===== config.mk =====
export PLATFORM = sky130hd
export DESIGN_NAME = comparador_flat
export DESIGN_NICKNAME = d
export VERILOG_FILES = /design/src/rtl/comparador_if.sv /design/src/rtl/comparador.sv /design/src/flat_wrapper.sv
export SDC_FILE = /design/constraint.sdc
export NUM_CORES = 1
export LEC_CHECK = 0
export ABC_AREA = 1
export ABC_CLOCK_PERIOD_IN_PS = 2850
export BUFFER_PORTS_ARGS = -buffer_cell sky130_fd_sc_hd__clkbuf_2
export CORE_AREA = 2 2 39 41
export CTS_BUF_LIST = sky130_fd_sc_hd__clkbuf_4 sky130_fd_sc_hd__clkbuf_8 sky130_fd_sc_hd__clkbuf_16
export CTS_CLUSTER_DIAMETER = 80
export DETAILED_ROUTE_END_ITERATION = 10
export DIE_AREA = 0 0 41 43
export GPL_ROUTABILITY_DRIVEN = 0
export PLACE_DENSITY_LB_ADDON = 0.15
export SETUP_SLACK_MARGIN = 0.3
export SLEW_MARGIN = 40
export SYNTH_ARGS = -nofsm -noshare
export SYNTH_HDL_FRONTEND = slang
export SYNTH_SLANG_ARGS = --single-unit

===== constraint.sdc =====
create_clock -name clk -period 2.85 [get_ports clk]
set_input_delay 0.4275 -clock clk [delete_from_list [all_inputs] [get_ports clk]]
set_output_delay 0.4275 -clock clk [all_outputs]
set_load 0.02 [all_outputs]

===== src/rtl/comparador_if.sv =====
// comparador_if -- operand/flag bundle for the comparador block.
//   en      : sample operands this cycle
//   a, b    : unsigned operands, WIDTH bits
//   s       : registered a == b
//   s_gt    : registered a >  b
//   s_lt    : registered a <  b
//   s_pulse : one-cycle pulse on a rising match (only with COMPARADOR_EDGE_EN)
// master modport drives operands, slave modport (the comparator) drives flags.
interface comparador_if #(
  parameter int WIDTH = 12
);
  logic             en;
  logic [WIDTH-1:0] a;
  logic [WIDTH-1:0] b;
  logic             s;
  logic             s_gt;
  logic             s_lt;
`ifdef COMPARADOR_EDGE_EN
  logic             s_pulse;
`endif

  modport master (
    output en, a, b,
`ifdef COMPARADOR_EDGE_EN
    input  s_pulse,
`endif
    input  s, s_gt, s_lt
  );

  modport slave (
    input  en, a, b,
`ifdef COMPARADOR_EDGE_EN
    output s_pulse,
`endif
    output s, s_gt, s_lt
  );
endinterface


===== src/rtl/comparador.sv =====
// comparador -- registered unsigned magnitude comparator.
// Samples a/b when en=1 and loads one-hot {s, s_gt, s_lt} one clock later;
// flags hold while en=0. Synchronous active-low reset clears all flags.
// Optional macro COMPARADOR_EDGE_EN adds s_pulse: a one-cycle pulse on the
// first cycle s becomes 1.
// Ports:
//   clk   : rising-edge clock
//   rst_n : synchronous active-low reset
//   bus   : comparador_if.slave (en, a, b in; s, s_gt, s_lt[, s_pulse] out)
module comparador #(
  parameter int WIDTH = 12
) (
  input  logic          clk,
  input  logic          rst_n,
  comparador_if.slave   bus
);

  logic [WIDTH-1:0] a_in;
  logic [WIDTH-1:0] b_in;
  logic             s_d,    s_q;
  logic             s_gt_d, s_gt_q;
  logic             s_lt_d, s_lt_q;

  assign a_in = bus.a;
  assign b_in = bus.b;

  always_comb begin
    s_d    = s_q;
    s_gt_d = s_gt_q;
    s_lt_d = s_lt_q;
    if (bus.en) begin
      s_d    = (a_in == b_in);
      s_gt_d = (a_in >  b_in);
      s_lt_d = (a_in <  b_in);
    end
  end

  always_ff @(posedge clk) begin
    if (!rst_n) begin
      s_q    <= 1'b0;
      s_gt_q <= 1'b0;
      s_lt_q <= 1'b0;
    end else begin
      s_q    <= s_d;
      s_gt_q <= s_gt_d;
      s_lt_q <= s_lt_d;
    end
  end

  assign bus.s    = s_q;
  assign bus.s_gt = s_gt_q;
  assign bus.s_lt = s_lt_q;

`ifdef COMPARADOR_EDGE_EN
  // match_prev_q remembers the match seen on the previous cycle; it resets
  // to 0 so a match on the first enabled sample after reset still pulses.
  logic match_prev_d, match_prev_q;
  logic s_pulse_d,    s_pulse_q;

  always_comb begin
    match_prev_d = s_d;
    s_pulse_d    = s_d & ~match_prev_q;
  end

  always_ff @(posedge clk) begin
    if (!rst_n) begin
      match_prev_q <= 1'b0;
      s_pulse_q    <= 1'b0;
    end else begin
      match_prev_q <= match_prev_d;
      s_pulse_q    <= s_pulse_d;
    end
  end

  assign bus.s_pulse = s_pulse_q;
`endif

endmodule


===== src/flat_wrapper.sv =====
// flat-port wrapper written by rule: the top's interface ports become plain ports
module comparador_flat 
#(
  parameter int WIDTH = 12
)
  (clk, rst_n, bus_en, bus_a, bus_b, bus_s, bus_s_gt, bus_s_lt);
  comparador_if #(.WIDTH(WIDTH)) bus_i ();
  input  logic clk;
  input  logic rst_n;
  input wire logic [$bits(bus_i.en)-1:0] bus_en;
  input wire logic [$bits(bus_i.a)-1:0] bus_a;
  input wire logic [$bits(bus_i.b)-1:0] bus_b;
  output wire logic [$bits(bus_i.s)-1:0] bus_s;
  output wire logic [$bits(bus_i.s_gt)-1:0] bus_s_gt;
  output wire logic [$bits(bus_i.s_lt)-1:0] bus_s_lt;
  assign bus_i.en = bus_en;
  assign bus_i.a = bus_a;
  assign bus_i.b = bus_b;
  assign bus_s = bus_i.s;
  assign bus_s_gt = bus_i.s_gt;
  assign bus_s_lt = bus_i.s_lt;
  comparador #(.WIDTH(WIDTH)) u_core (.clk(clk), .rst_n(rst_n), .bus(bus_i));
endmodule

==> results of run 1 <==
-- kinds of logic after synthesis --
family          Yosys count
compound gates            8
fa+ha+maj                12
buf+inv                  23
flops                     3
simple gates             27
-- critical path: stages --
cell      delay, ns
clkbuf_2       0.07
inv_1          0.03
ha_1           0.28
nand2_1        0.08
inv_2          0.07
nand2_4        0.05
nor2_4         0.10
nand2_1        0.05
nand2_1        0.06
inv_2          0.04
nand2_2        0.06
a21oi_2        0.04
-- power by group --
part / total [mW] / internal (mW) / switching, mW
Combinational: 0.0760 / 0.0367 / 0.0393
Clock: 0.0829 / 0.0619 / 0.0211
Sequential: 0.0465 / 0.0452 / 0.00123
Total: 0.205 / 0.144 / 0.0616
-- layout make-up --
| type | instances | area, µm² | area share |
|---|---|---|---|
| Multi-Input combinational cell | 47 | 333 | 0.494 |
| Timing Repair Buffer | 29 | 145 | 0.215 |
| Inverter | 23 | 86.3 | 0.128 |
| Sequential cell | 3 | 60.1 | 0.0891 |
| Clock buffer | 4 | 30.0 | 0.0445 |
| Tap cell | 16 | 20.0 | 0.0297 |
-- per-layer routing --
| layer | part of all wire | track usage |
|---|---|---|
| met1 | 0.45 | 0.144 |
| met2 | 0.45 | 0.178 |
| met3 | 0.10 | 0.0785 |
| met4 | 0 | 0.0400 |
| met5 | 0 | 0 |
-- state kept, by name, summed over array words and instances (netlist names) --
register / count
u_core.bus.s_lt: 1
u_core.bus.s_gt: 1
u_core.bus.s: 1
-- worst max path at each step --
stage,from,end,slack (ns),depth (start not counted)
after floorplan,bus_b[11],u_core.bus.s_gt,1.49,11
after global placement,bus_b[11],u_core.bus.s_gt,1.37,12
after detailed placement,bus_b[11],u_core.bus.s_gt,1.35,12
after CTS,bus_b[11],u_core.bus.s_gt,1.60,12
after global routing,bus_b[11],u_core.bus.s_gt,1.52,12
final,bus_b[11],u_core.bus.s_gt,1.61,12
-- cell usage after synthesis, drive strengths merged --
library cell / n
a21o: 1
a21oi: 5
dfxtp: 3
ha: 12
inv: 23
nand2: 20
nand3: 1
nand4: 1
nor2: 5
o21ai: 2
-- cell usage in the layout, fill, tap and decap left out, types with 2 or more instances in the layout --
cell type / Yosys / layout
o21ai_0: 2 / 2
ha_1: 12 / 12
inv_2: 3 / 3
clkbuf_4: 0 / 4
clkbuf_2: 0 / 29
a21oi_1: 4 / 4
nor2_1: 4 / 4
nand2_1: 17 / 17
inv_1: 20 / 20
dfxtp_1: 3 / 3
nand2_2: 2 / 2
-- stage by stage --
step | area [µm²] | cells
floorplan | 479 | 73
global placement | 644 | 118
detailed placement | 644 | 118
CTS | 674 | 122
global route | 674 | 122
finish | 674 | 122
==> results.cfg, run 1 <==
[detailed_routing]
drc = 0
totalWireLength_um = 775
vias = 487
first_pass_iters = 2
first_iter_violations = 1
wl_per_cell_um = 6.35
vias_per_cell = 3.99
postRouteAntennaNets = 0

[sta]
fin_crit_ns = 1.24
setup_viol = 0
fin_tns_setup_ns = 0
rsz0062_at_grt = false
fmax_mhz = 807
hold_viol = 0
setup_ws_ns = 1.61
slew_viol_final = 0
slew-limit-headroom = 0.912
timing.final.crit_share = 0.435
worst_pin_slew_ns = 0.131
clock_skew_ns = 0
hold_slack_ns = 0.427

[power_and_ir_drop]
p_total_mw = 0.205
peakVddDrop_uv = 207
powerDensity_nw_per_um2 = 305
leakage_nw = 0.476

[synth]
synth-compound-area-share = 0.0966
synth-seq-cells = 3
synthAdderAreaFrac = 0.313
ys_warn_count = 0
synth_area_um2 = 479
synth_top_family_by_area = adder cells
synthSimpleGateAreaFrac = 0.285
syn_inst = 73
synthMuxAreaShare = 0
syn-num-nets = 112
synth.top_cell.area_share = 0.313
seq_area_frac_synth = 0.125
yosys.area.top_type = ha_1
synth_xor_area_frac = 0
ys_top_cells_by_area = ha_1 (31%), inv_1 (16%), nand2_1 (13%)
synth.distinct_cells = 15
syn_avg_cell_area_um2 = 6.56

[clocking]
clk_path_buf_depth = 2
cts_root_buf = clkbuf_4
cts.clk_slew.worst_paths_ns = 0.04
post-cts-setup-buffers = 0
cts_made_buffers = 3
cts.sinks = 3
ctsHoldBuffers = 0
cts_tree = done
htreeDepth = 1
clkLatencyLatePin_ns = 0.23
cts_resized = 0

[job]
drv_cap = 0

[critical_path]
end_kind = flip-flop
reg2regPathDepth = 2
r2r-start = u_core.bus.s
start_kind = input pin
r2r_end = u_core.bus.s
cp_max_fo = 2
criticalPathCategory = in2reg
rrSetupSlack_ns = 2.23
crit_arrival_ns = 1.37
worst-endpoint-required_ns = 2.98

[worst_hold_path]
holdCritPathClass = in2reg
hold_start = rst_n
whs_endpoint = u_core.bus.s_gt
min_path_cells = 3

[die]
start_util = 0.346
rows = 14
core_um2 = 1380
die_w_um = 41
dieHeight_um = 43
die_area_um2 = 1760
io_pins = 30

[placement]
portBuffers = 29
place_ws_ns = 1.35
dp.final_hpwl_um = 738

[status]
status = completed

[grt]
grt_pass1_wl_um = 1480
antenna_found_initial = 0
grt.overflow.total = 0
grt_pass1_vias = 434
track_usage = 0.123
grt_max_degree = 6

[cells_and_area]
drive_above_1_share = 0.406
utilization = 0.487
area_delta_synth_final_pct = 40.7
nets = 146
n_antenna_cell = 0
fillers = 153
(Power assumes the default switching activity.)
==> inputs of run 2 (changes only) <==
Settings changed: ABC_CLOCK_PERIOD_IN_PS 2850 to 1000, CORE_AREA 2 2 39 41 to default, CORE_MARGIN from default to 2, CORE_UTILIZATION from default to 36, DIE_AREA 0 0 41 43 to default.
Clock period 2.85 ns to 1 ns, I/O delays scaled along.
==> results.cfg, run 2 (synthesized netlist as in run 1, its figures left out) <==
[grt]
grt_max_degree = 6
grt_pass1_wl_um = 1920
track_usage = 0.180
antenna_found_initial = 0
grt_pass1_vias = 535
grt.overflow.total = 0

[sta]
hold_viol = 0
rsz0062_at_grt = true
timing.final.crit_share = 0.922
fin_crit_ns = 0.922
setup_viol = 0
clock_skew_ns = 0
slew_viol_final = 0
fmax_mhz = 1080
worst_pin_slew_ns = 0.275
setup_ws_ns = 0.0782
slew-limit-headroom = 0.815

[job]
drv_cap = 0

[clocking]
cts_made_buffers = 3
cts.clk_slew.worst_paths_ns = 0.05
htreeDepth = 1
cts_tree = done
cts_root_buf = clkbuf_4
post-cts-setup-buffers = 0
clkLatencyLatePin_ns = 0.23
cts.sinks = 3
clk_path_buf_depth = 2

[placement]
dp.final_hpwl_um = 1010
place_ws_ns = -0.229
portBuffers = 29

[cells_and_area]
area_delta_synth_final_pct = 98.4
final_common_cell = clkbuf_2
ff_latch_area_um2 = 62.6
nets = 146
n_antenna_cell = 0
multi_input_area_um2 = 505
drive_above_1_share = 0.698
final_cell_mix = clkbuf_2 (18), nand2_1 (14), ha_4 (11)
fillers = 113

[die]
core_um2 = 1270
die_area_um2 = 1640
dieHeight_um = 40.5
rows = 13
die_w_um = 40.5
io_pins = 30
start_util = 0.378

[critical_path]
worst-endpoint-required_ns = 1.14
max_stage_delay_ns = 0.27
criticalPathCategory = in2reg
cp_max_fo = 2
crit_arrival_ns = 1.06
path_cells = buf_8 -> inv_8 -> ha_4 -> nand2_4 -> inv_2 -> nand2_4 -> nor2_4 -> nand2_1 -> nand2_1 -> inv_2 -> nand2_2 -> a21oi_2
rrSetupSlack_ns = 0.26
slowest_stage = ha_4
start_kind = input pin
critPathLaunch = bus_b[11]
r2r_end = u_core.bus.s_lt
r2r-start = u_core.bus.s_lt
reg2regPathDepth = 2
end_kind = flip-flop

[power_and_ir_drop]
peakVddDrop_uv = 724
leakage_nw = 0.496
p_total_mw = 0.767
powerDensity_nw_per_um2 = 807

[detailed_routing]
first_iter_violations = 2
vias_per_cell = 4.38
totalWireLength_um = 1240
first_pass_iters = 2
postRouteAntennaNets = 0
drc = 0
wl_per_cell_um = 10.3
vias = 530

[status]
status = completed

[worst_hold_path]
min_path_cells = 3
hold_start = rst_n
holdCritPathClass = in2reg
whs_endpoint = u_core.bus.s_gt
[run 2: layout make-up]
cell class,instances,area share
Sequential cell,3,0.0658
Clock buffer,4,0.0316
Timing Repair Buffer,29,0.237
Tap cell,15,0.0197
Multi-Input combinational cell,47,0.532
Inverter,23,0.114
[run 2: repair_timing]
action | in CTS | in global routing
hold buffers | 0 | 0
resized for setup | 10 | 19
endpoints found under the setup margin | 6 | 6
pin swaps | 3 | 14
[run 2: critical path, delay by kind of cell]
kind            cells  cell delay (ns)
simple gates        6             0.39
compound gates      1             0.04
buf+inv             4             0.22
fa+ha+maj           1             0.27
[run 2: how the worst max path moves through the flow]
stage | depth (start not counted) | slack [ns] | end
after floorplan | 11 | -0.004 | u_core.bus.s_gt
after global placement | 12 | -0.19 | u_core.bus.s_gt
after detailed placement | 12 | -0.23 | u_core.bus.s_gt
after CTS | 12 | 0.06 | u_core.bus.s_gt
after global routing | 11 | 0.04 | u_core.bus.s_gt
final | 12 | 0.08 | u_core.bus.s_gt
[run 2: metal layers]
metal,up-vias,routed length (µm),part of all wire,track usage
li1,284,-,-,-
met1,228,385,0.31,0.143
met4,0,0,0,0
met2,18,774,0.62,0.393
met5,-,0,0,0
met3,0,81,0.065,0.0889
[run 2: stage by stage]
stage	utilization	area, µm²	hold WS, ns	setup TNS, ns	cells
after global placement	0.642	815	0.381	-0.456	117
after global routing	0.750	951	0.140	0	121
final	0.750	951	0.145	0	121
after CTS	0.702	891	0.132	0	121
after detailed placement	0.642	815	0.387	-0.556	117
after floorplan	-	651	0.239	-0.00438	73
[run 2: report_power, final]
part | internal, mW | total (mW) | switching (mW) | leakage [nW]
combinational | 0.201 | 0.376 | 0.175 | 0.452
clock | 0.177 | 0.254 | 0.0770 | 0.0184
sequential | 0.130 | 0.137 | 0.00678 | 0.0254
==> inputs of run 3 (changes only) <==
Settings changed: CORE_UTILIZATION 36 to 30, GPL_TIMING_DRIVEN from default to 0.
==> results.cfg, run 3 (synthesized netlist as in run 1, its figures left out) <==
[status]
status = completed

[die]
dieHeight_um = 44.0
io_pins = 30
core_um2 = 1510
die_area_um2 = 1930
die_w_um = 44.0
rows = 14
start_util = 0.318

[cells_and_area]
fin_area_um2 = 960
final_cell_mix = clkbuf_2 (18), nand2_1 (12), ha_4 (11)
n_antenna_cell = 0
drive_above_1_share = 0.708
area_delta_synth_final_pct = 100
final_common_cell = clkbuf_2
instances_no_fill = 122
nets = 146

[detailed_routing]
first_pass_iters = 2
vias = 527
totalWireLength_um = 1020
first_iter_violations = 7
wl_per_cell_um = 8.34
postRouteAntennaNets = 0
vias_per_cell = 4.32
drc = 0

[sta]
slew-limit-headroom = 0.843
slew_viol_final = 0
rsz0062_at_grt = true
clock_skew_ns = 0
worst_pin_slew_ns = 0.233
fmax_mhz = 1110
fin_tns_setup_ns = 0
setup_viol = 0
hold_viol = 0
timing.final.crit_share = 0.903
fin_crit_ns = 0.903

[grt]
grt_pass1_wl_um = 1680
grt_pass1_vias = 456
grt_max_degree = 6
track_usage = 0.116
antenna_found_initial = 0
grt.overflow.total = 0

[critical_path]
start_kind = input pin
crit_arrival_ns = 1.03
crit_end = u_core.bus.s_gt
cp_max_fo = 2
end_kind = flip-flop
worst-endpoint-required_ns = 1.12
reg2regPathDepth = 2
critPathLaunch = bus_b[11]
r2r-start = u_core.bus.s_lt
r2r_end = u_core.bus.s_lt
criticalPathCategory = in2reg
rrSetupSlack_ns = 0.29

[clocking]
clkLatencyLatePin_ns = 0.23
cts_root_buf = clkbuf_4
ctsHoldBuffers = 0
cts.clk_slew.worst_paths_ns = 0.04
htreeDepth = 1
clk_path_buf_depth = 2
post-cts-setup-buffers = 0
cts_made_buffers = 3
cts.sinks = 3
cts_tree = done

[power_and_ir_drop]
p_total_mw = 0.740
clockPowerShare = 0.317
netSwitchingFraction = 0.315
leakage_nw = 0.499
powerDensity_nw_per_um2 = 771
power_frac_comb = 0.499
p_switching_mw = 0.233
seqPwrFrac = 0.184
peakVddDrop_uv = 493
internal_power_mw = 0.507

[worst_hold_path]
holdCritPathClass = in2reg

[placement]
portBuffers = 29
placed_area_um2 = 816
dp.cells = 118
dp.final_hpwl_um = 862

[job]
drv_cap = 0
## run 3: cell types whose count changed in the layout (fill, tap and decap cells not counted)
cell / before / now
buf_2: 1 / 0
nand2_1: 14 / 12
a21oi_1: 1 / 2
a21oi_2: 4 / 3
buf_6: 5 / 6
nand2_2: 4 / 6
## run 3: metrics by stage
stage	setup slack (ns)	util	hold WS, ns
after floorplan	-0.00438	-	0.239
after global placement	-0.211	0.542	0.382
after detailed placement	-0.222	0.542	0.387
after CTS	0.0592	0.596	0.138
after global routing	0.0654	0.637	0.143
final	0.0972	0.637	0.147
## run 3: how the worst min path moves through the flow
stage | depth (start not counted) | to | startpoint
CTS | 3 | u_core.bus.s_gt | rst_n
detailed placement | 3 | u_core.bus.s_gt | rst_n
finish | 3 | u_core.bus.s_gt | rst_n
global route | 3 | u_core.bus.s_gt | rst_n
global placement | 3 | u_core.bus.s_gt | rst_n
floorplan | 1 | u_core.bus.s_lt | bus_en
## run 3: worst max-delay path: stages
cell,delay [ns]
buf_8,0.08
inv_8,0.03
ha_4,0.26
nand2_4,0.05
inv_2,0.06
nand2_4,0.05
nor2_4,0.08
nand2_1,0.06
nand2_1,0.07
inv_2,0.04
nand2_2,0.06
a21oi_2,0.04
## run 3: power groups by stage
| stage | combinational, mW | sequential [mW] | clock [mW] |
|---|---|---|---|
| 2_1_floorplan | 0.191 | 0.145 | 0 |
| 3_3_place_gp | 0.303 | 0.134 | 0 |
| 3_5_place_dp | 0.311 | 0.134 | 0 |
| 4_1_cts | 0.339 | 0.135 | 0.249 |
| 5_1_grt | 0.409 | 0.137 | 0.265 |
| 6_report | 0.369 | 0.136 | 0.235 |
## run 3: layout make-up
type / instances / area [µm²]
inverter: 23 / 109
clock buffer: 4 / 30.0
sequential: 3 / 62.6
multi-input combinational: 47 / 507
fill: 142 / 547
timing repair buffer: 29 / 231
tap: 16 / 20.0
## run 3: repair_timing
item	CTS	global route
setup endpoints to repair	6	6
gates resized for setup	11	19
pin swaps	7	18
gates cloned	0	0
## run 3: metal layers
metal / up-vias / part of all wire / global-route usage
li1: 289 / - / -
met1: 220 / 0.43 / 0.135
met2: 18 / 0.52 / 0.191
met3: 0 / 0.047 / 0.0500
met4: 0 / 0 / 0.0364
met5: - / 0 / 0
